`config.mk`:
```
export PLATFORM = sky130hd
export DESIGN_NAME = ripple_carry_adder_flat
export DESIGN_NICKNAME = d
export VERILOG_FILES = /design/src/rtl/ripple_carry_adder_pkg.sv /design/src/rtl/ripple_carry_adder_if.sv /design/src/rtl/ripple_carry_adder_full_adder.sv /design/src/rtl/ripple_carry_adder.sv /design/src/flat_wrapper.sv
export SDC_FILE = /design/constraint.sdc
export NUM_CORES = 1
export LEC_CHECK = 0
export BUFFER_PORTS_ARGS = -buffer_cell sky130_fd_sc_hd__buf_2
export CAP_MARGIN = 10
export CORE_AREA = 2 2 39 41
export CTS_CLUSTER_DIAMETER = 80
export DETAILED_ROUTE_END_ITERATION = 8
export DIE_AREA = 0 0 41 43
export HOLD_SLACK_MARGIN = 0.05
export PLACE_DENSITY_LB_ADDON = 0.08
export SYNTH_ARGS = -nofsm -noshare
export SYNTH_HDL_FRONTEND = slang
export SYNTH_HIERARCHICAL = 1
export SYNTH_SLANG_ARGS = --single-unit
```
`constraint.sdc`:
```
create_clock -name clk -period 14.56 [get_ports clk]
set_input_delay 2.912 -clock clk [delete_from_list [all_inputs] [get_ports clk]]
set_output_delay 2.912 -clock clk [all_outputs]
set_load 0.03 [all_outputs]
```
`src/rtl/ripple_carry_adder_pkg.sv`:
```
// ripple_carry_adder_pkg
//   Shared constants for the ripple-carry adder slice.
//   RCA_DEFAULT_WIDTH : default operand/result width used by the interface
//                       and the adder top when no override is given.
package ripple_carry_adder_pkg;

  localparam int RCA_DEFAULT_WIDTH = 8;

endpackage : ripple_carry_adder_pkg

```
`src/rtl/ripple_carry_adder_if.sv`:
```
// ripple_carry_adder_if
//   Operand/result bundle for the ripple-carry adder.
//   Signals:
//     valid_in  operands valid this cycle       (master -> slave)
//     A, B      N-bit operands                  (master -> slave)
//     cin       carry into bit 0                (master -> slave)
//     Sum       registered N-bit result         (slave -> master)
//     cout      registered unsigned carry out   (slave -> master)
//     overflow  registered signed overflow      (slave -> master)
//     zero      registered Sum == 0 flag        (slave -> master)
//     valid_out registered copy of valid_in     (slave -> master)
//   Modports: master drives operands, slave (the adder) drives results.
interface ripple_carry_adder_if
  import ripple_carry_adder_pkg::*;
#(
  parameter int N = RCA_DEFAULT_WIDTH
);

  logic         valid_in;
  logic [N-1:0] A;
  logic [N-1:0] B;
  logic         cin;
  logic [N-1:0] Sum;
  logic         cout;
  logic         overflow;
  logic         zero;
  logic         valid_out;

  modport master (
    output valid_in, A, B, cin,
    input  Sum, cout, overflow, zero, valid_out
  );

  modport slave (
    input  valid_in, A, B, cin,
    output Sum, cout, overflow, zero, valid_out
  );

endinterface : ripple_carry_adder_if

```
`src/rtl/ripple_carry_adder_full_adder.sv`:
```
// full_adder
//   One-bit combinational full adder, the cell of the ripple chain.
//   Ports:
//     a, b  operand bits
//     ci    carry in
//     s     sum bit   = a ^ b ^ ci
//     co    carry out = generate | (carry-in & propagate)
module full_adder (
  input  logic a,
  input  logic b,
  input  logic ci,
  output logic s,
  output logic co
);

  logic p;

  assign p  = a ^ b;
  assign s  = p ^ ci;
  assign co = (a & b) | (ci & p);

endmodule : full_adder

```
`src/rtl/ripple_carry_adder.sv`:
```
// ripple_carry_adder
//   N-bit ripple-carry adder (Sum = A + B + cin) built from a chain of
//   full_adder cells, followed by a single output register stage. Fixed
//   1-cycle latency; a new operand set may be presented every cycle.
//   Ports:
//     clk  clock, all state updates on the rising edge
//     rst  synchronous active-high reset, clears every registered output
//     bus  ripple_carry_adder_if.slave carrying operands in and registered
//          Sum / cout / overflow / zero / valid_out back
module ripple_carry_adder
  import ripple_carry_adder_pkg::*;
#(
  parameter int N = RCA_DEFAULT_WIDTH
) (
  input  logic                   clk,
  input  logic                   rst,
  ripple_carry_adder_if.slave    bus
);

  // c[i] is the carry into bit i; c[N] is the carry out of the MSB.
  logic [N:0]   c;
  logic [N-1:0] s;

  logic [N-1:0] sum_reg;
  logic         cout_reg;
  logic         overflow_reg;
  logic         zero_reg;
  logic         valid_reg;

  logic         overflow_next;
  logic         zero_next;

  assign c[0] = bus.cin;

  generate
    for (genvar gi = 0; gi < N; gi++) begin : g_fa
      full_adder u_fa (
        .a  (bus.A[gi]),
        .b  (bus.B[gi]),
        .ci (c[gi]),
        .s  (s[gi]),
        .co (c[gi+1])
      );
    end
  endgenerate

  // Carry into the sign bit disagreeing with carry out of it is exactly the
  // "same-sign operands, different-sign result" case. For N = 1 this reduces
  // to cin ^ cout.
  assign overflow_next = c[N-1] ^ c[N];
  assign zero_next     = (s == '0);

  // Datapath registers load every cycle; valid_in only qualifies valid_out.
  always_ff @(posedge clk) begin
    if (rst) begin
      sum_reg      <= '0;
      cout_reg     <= 1'b0;
      overflow_reg <= 1'b0;
      zero_reg     <= 1'b0;
      valid_reg    <= 1'b0;
    end else begin
      sum_reg      <= s;
      cout_reg     <= c[N];
      overflow_reg <= overflow_next;
      zero_reg     <= zero_next;
      valid_reg    <= bus.valid_in;
    end
  end

  assign bus.Sum       = sum_reg;
  assign bus.cout      = cout_reg;
  assign bus.overflow  = overflow_reg;
  assign bus.zero      = zero_reg;
  assign bus.valid_out = valid_reg;

endmodule : ripple_carry_adder

```
`src/flat_wrapper.sv`:
```
// flat-port wrapper written by rule: the top's interface ports become plain ports
module ripple_carry_adder_flat import ripple_carry_adder_pkg::*;
#(
  parameter int N = RCA_DEFAULT_WIDTH
)
  (clk, rst, bus_valid_in, bus_A, bus_B, bus_cin, bus_Sum, bus_cout, bus_overflow, bus_zero, bus_valid_out);
  ripple_carry_adder_if #(.N(N)) bus_i ();
  input  logic clk;
  input  logic rst;
  input wire logic [$bits(bus_i.valid_in)-1:0] bus_valid_in;
  input wire logic [$bits(bus_i.A)-1:0] bus_A;
  input wire logic [$bits(bus_i.B)-1:0] bus_B;
  input wire logic [$bits(bus_i.cin)-1:0] bus_cin;
  output wire logic [$bits(bus_i.Sum)-1:0] bus_Sum;
  output wire logic [$bits(bus_i.cout)-1:0] bus_cout;
  output wire logic [$bits(bus_i.overflow)-1:0] bus_overflow;
  output wire logic [$bits(bus_i.zero)-1:0] bus_zero;
  output wire logic [$bits(bus_i.valid_out)-1:0] bus_valid_out;
  assign bus_i.valid_in = bus_valid_in;
  assign bus_i.A = bus_A;
  assign bus_i.B = bus_B;
  assign bus_i.cin = bus_cin;
  assign bus_Sum = bus_i.Sum;
  assign bus_cout = bus_i.cout;
  assign bus_overflow = bus_i.overflow;
  assign bus_zero = bus_i.zero;
  assign bus_valid_out = bus_i.valid_out;
  ripple_carry_adder #(.N(N)) u_core (.clk(clk), .rst(rst), .bus(bus_i));
endmodule
```
==> impl_metrics.py <==
metrics = {
    "placed_design": {
        "dp_hpwl_microns": 725.2,
        "io_buffer_count": 31,
        "gp_congestion": 0.6468,
    },
    "critical_path": {
        "cpMostUsedCell": "fa_1",
        "cpPeakStageDelay_ns": 0.53,
        "cp-start-kind": "input port",
        "endpoint_kind": "register",
        "cp_slowest_cell": "or4_1",
        "critical_path_peak_fanout": 2,
        "crit_required_ns": 14.73,
        "crit_chain": "buf_2 -> fa_1 -> fa_1 -> fa_1 -> fa_1 -> fa_1 -> fa_1 -> fa_1 -> fa_1 -> or4_1 -> nor4_2",
        "cp.arrival_ns": 7.05,
        "critPathKind": "in2reg",
    },
    "global_route": {
        "grt_overflow_total": 0,
        "grtUsageTotal_pct": 11.25,
        "grt_pass1_wl_mm": 1.248,
        "grt_max_degree": 13,
        "grt_pass1_vias": 355,
        "antenna_found_initial": 0,
    },
    "min_path": {
        "timing.hold.worst.class": "in2reg",
        "whs_endpoint": "u_core/bus.valid_out",
        "hold_path.startpoint": "bus_valid_in",
        "hold_depth": 2,
    },
    "routing": {
        "first_pass_iters": 2,
        "remaining_drc_errors": 0,
        "viasPerCell": 4.365,
        "drt_iter0_drc": 1,
        "wl_per_cell_microns": 9.200,
        "num_vias": 371,
        "ant_nets": 0,
        "wl_microns": 782,
    },
    "clock_network": {
        "cts_num_sinks": 12,
        "cts_setup_buffers": 0,
        "cts_buffers": 3,
        "cts_tree": "built",
        "cts_max_level": 1,
        "clkSlewWorstSetupHoldPaths_ns": 0.07,
        "clk_path_buf_depth": 2,
        "post_cts_resized": 0,
        "clockRootBuffer": "clkbuf_4",
        "ctsHoldBuffers": 0,
    },
    "cells_and_area": {
        "syn2layout_area_growth_pct": 38.18,
        "nets": 99,
        "insertedDiodeCount": 0,
        "fillerInstances": 135,
        "largest_register_ffs": 8,
        "drive_gt1_share_pct": 52.17,
    },
    "floorplanning": {
        "core_area_sq_um": 1384,
        "num_rows": 14,
        "die_h_microns": 43,
        "initial_utilization_pct": 36.71,
        "dieWidth_microns": 41,
        "io_pins": 32,
        "dieArea_sq_um": 1763,
    },
    "synthesis": {
        "yosysUniqueCellTypes": 10,
        "synth_seq_cells": 12,
        "syn_nets": 64,
        "yosysSeqAreaShare_pct": 47.29,
        "syn_area_sq_um": 508.0,
        "syn_area_per_cell_sq_um": 14.11,
        "synthCells": 36,
        "synth_warnings": 6,
    },
    "pwr": {
        "max-vdd-ir-drop_mv": 0.04022,
        "powerDensity_nw_per_um2": 113.6,
        "power.total_w": 0.00007972,
        "p_leak_nw": 0.3340,
    },
    "timing": {
        "hold_viol": 0,
        "rsz0062_at_grt": "false",
        "fin_tns_setup_ns": 0,
        "timing.slew.headroom_pct": 87.31,
        "min_period_over_period_pct": 47.23,
        "fin_crit_ns": 6.877,
        "tightest_slew_ns": 0.1888,
        "clock.fmax_ghz": 0.1454,
        "setup_viol": 0,
        "finalMaxSlewViolations": 0,
    },
    "run_status": {
        "status": "finished, final reports clean",
    },
    "flow_run": {
        "cap_violations": 0,
    },
}
how the worst max path moves through the flow:
| stage | start | endpoint | slack, ns | depth (start not counted) |
|---|---|---|---|---|
| 3_5_place_dp | bus_A[0] | u_core/bus.zero | 7.39 | 11 |
| 6_report | bus_A[0] | u_core/bus.zero | 7.68 | 11 |
| 5_1_grt | bus_A[0] | u_core/bus.zero | 7.56 | 11 |
| 2_1_floorplan | bus_A[0] | u_core/bus.zero | 7.68 | 10 |
| 4_1_cts | bus_A[0] | u_core/bus.zero | 7.67 | 11 |
| 3_3_place_gp | bus_A[0] | u_core/bus.zero | 7.45 | 11 |
power breakdown:
part | internal, W | switching [W] | total (W)
registers | 0.0000364 | 0.000000691 | 0.0000371
clock network | 0.00000952 | 0.00000901 | 0.0000185
logic | 0.00000993 | 0.0000142 | 0.0000241
total | 0.0000558 | 0.0000239 | 0.0000797
cell usage in the layout, fill, tap and decap left out:
| cell | netlist | final |
|---|---|---|
| buf_2 | 0 | 31 |
| nor4_2 | 1 | 1 |
| nor2_1 | 1 | 1 |
| clkbuf_4 | 0 | 3 |
| xnor2_1 | 1 | 1 |
| fa_1 | 8 | 8 |
| or4_1 | 1 | 1 |
| nor2b_2 | 1 | 1 |
| or3_1 | 1 | 1 |
| dfxtp_1 | 12 | 12 |
| nor2b_1 | 9 | 9 |
critical path: cells and delay by family:
kind / cells / cell delay [ns]
adders and majority gates: 8 / 3.26
and+or+nand+nor: 2 / 0.75
buffers and inverters: 1 / 0.11
stage by stage:
stage / util [%] / hold WS (ns) / area, sq um / setup WS, ns / std cells
final: 50.72 / 2.862 / 701.9 / 7.683 / 85
after detailed placement: 49.10 / 3.135 / 679.4 / 7.394 / 82
after global routing: 50.72 / 2.904 / 701.9 / 7.558 / 85
after global placement: 49.10 / 3.123 / 679.4 / 7.450 / 82
after CTS: 50.72 / 2.854 / 701.9 / 7.673 / 85
after floorplan: - / 2.984 / 508.0 / 7.679 / 36
per-layer routing:
metal	vias to the layer above	global-route usage [%]	wire, microns
li1	179	-	-
met1	168	11.95	302
met2	22	15.94	372
met3	2	1.571	89
met4	0	14.00	17
met5	-	0	0
cells in the mapped netlist (all sizes together):
master | count | share of area, %
or3 | 1 | 1.2
dfxtp | 12 | 47
nor4 | 1 | 2.5
or4 | 1 | 1.5
xnor2 | 1 | 1.7
clkbuf | 1 | 0.74
nor2 | 1 | 0.74
fa | 8 | 32
nor2b | 10 | 13
cells by family (layout without fill, tap and decap cells):
family	count (synthesis)	count (layout)	synth area share (%)
buffers and inverters	1	34	0.7382
adder cells (fa/ha/maj)	8	8	31.53
AND/OR/NAND/NOR	14	14	18.72
flip-flops	12	12	47.29
XOR/XNOR	1	1	1.724
layout make-up:
| type | instances | area, sq um | share of cell area [%] |
|---|---|---|---|
| Tap cell | 16 | 20.02 | 2.852 |
| Sequential cell | 12 | 240.2 | 34.22 |
| Timing Repair Buffer | 31 | 155.1 | 22.10 |
| Multi-Input combinational cell | 23 | 264.0 | 37.61 |
| Clock buffer | 3 | 22.52 | 3.209 |
(Power assumes the default switching activity.)
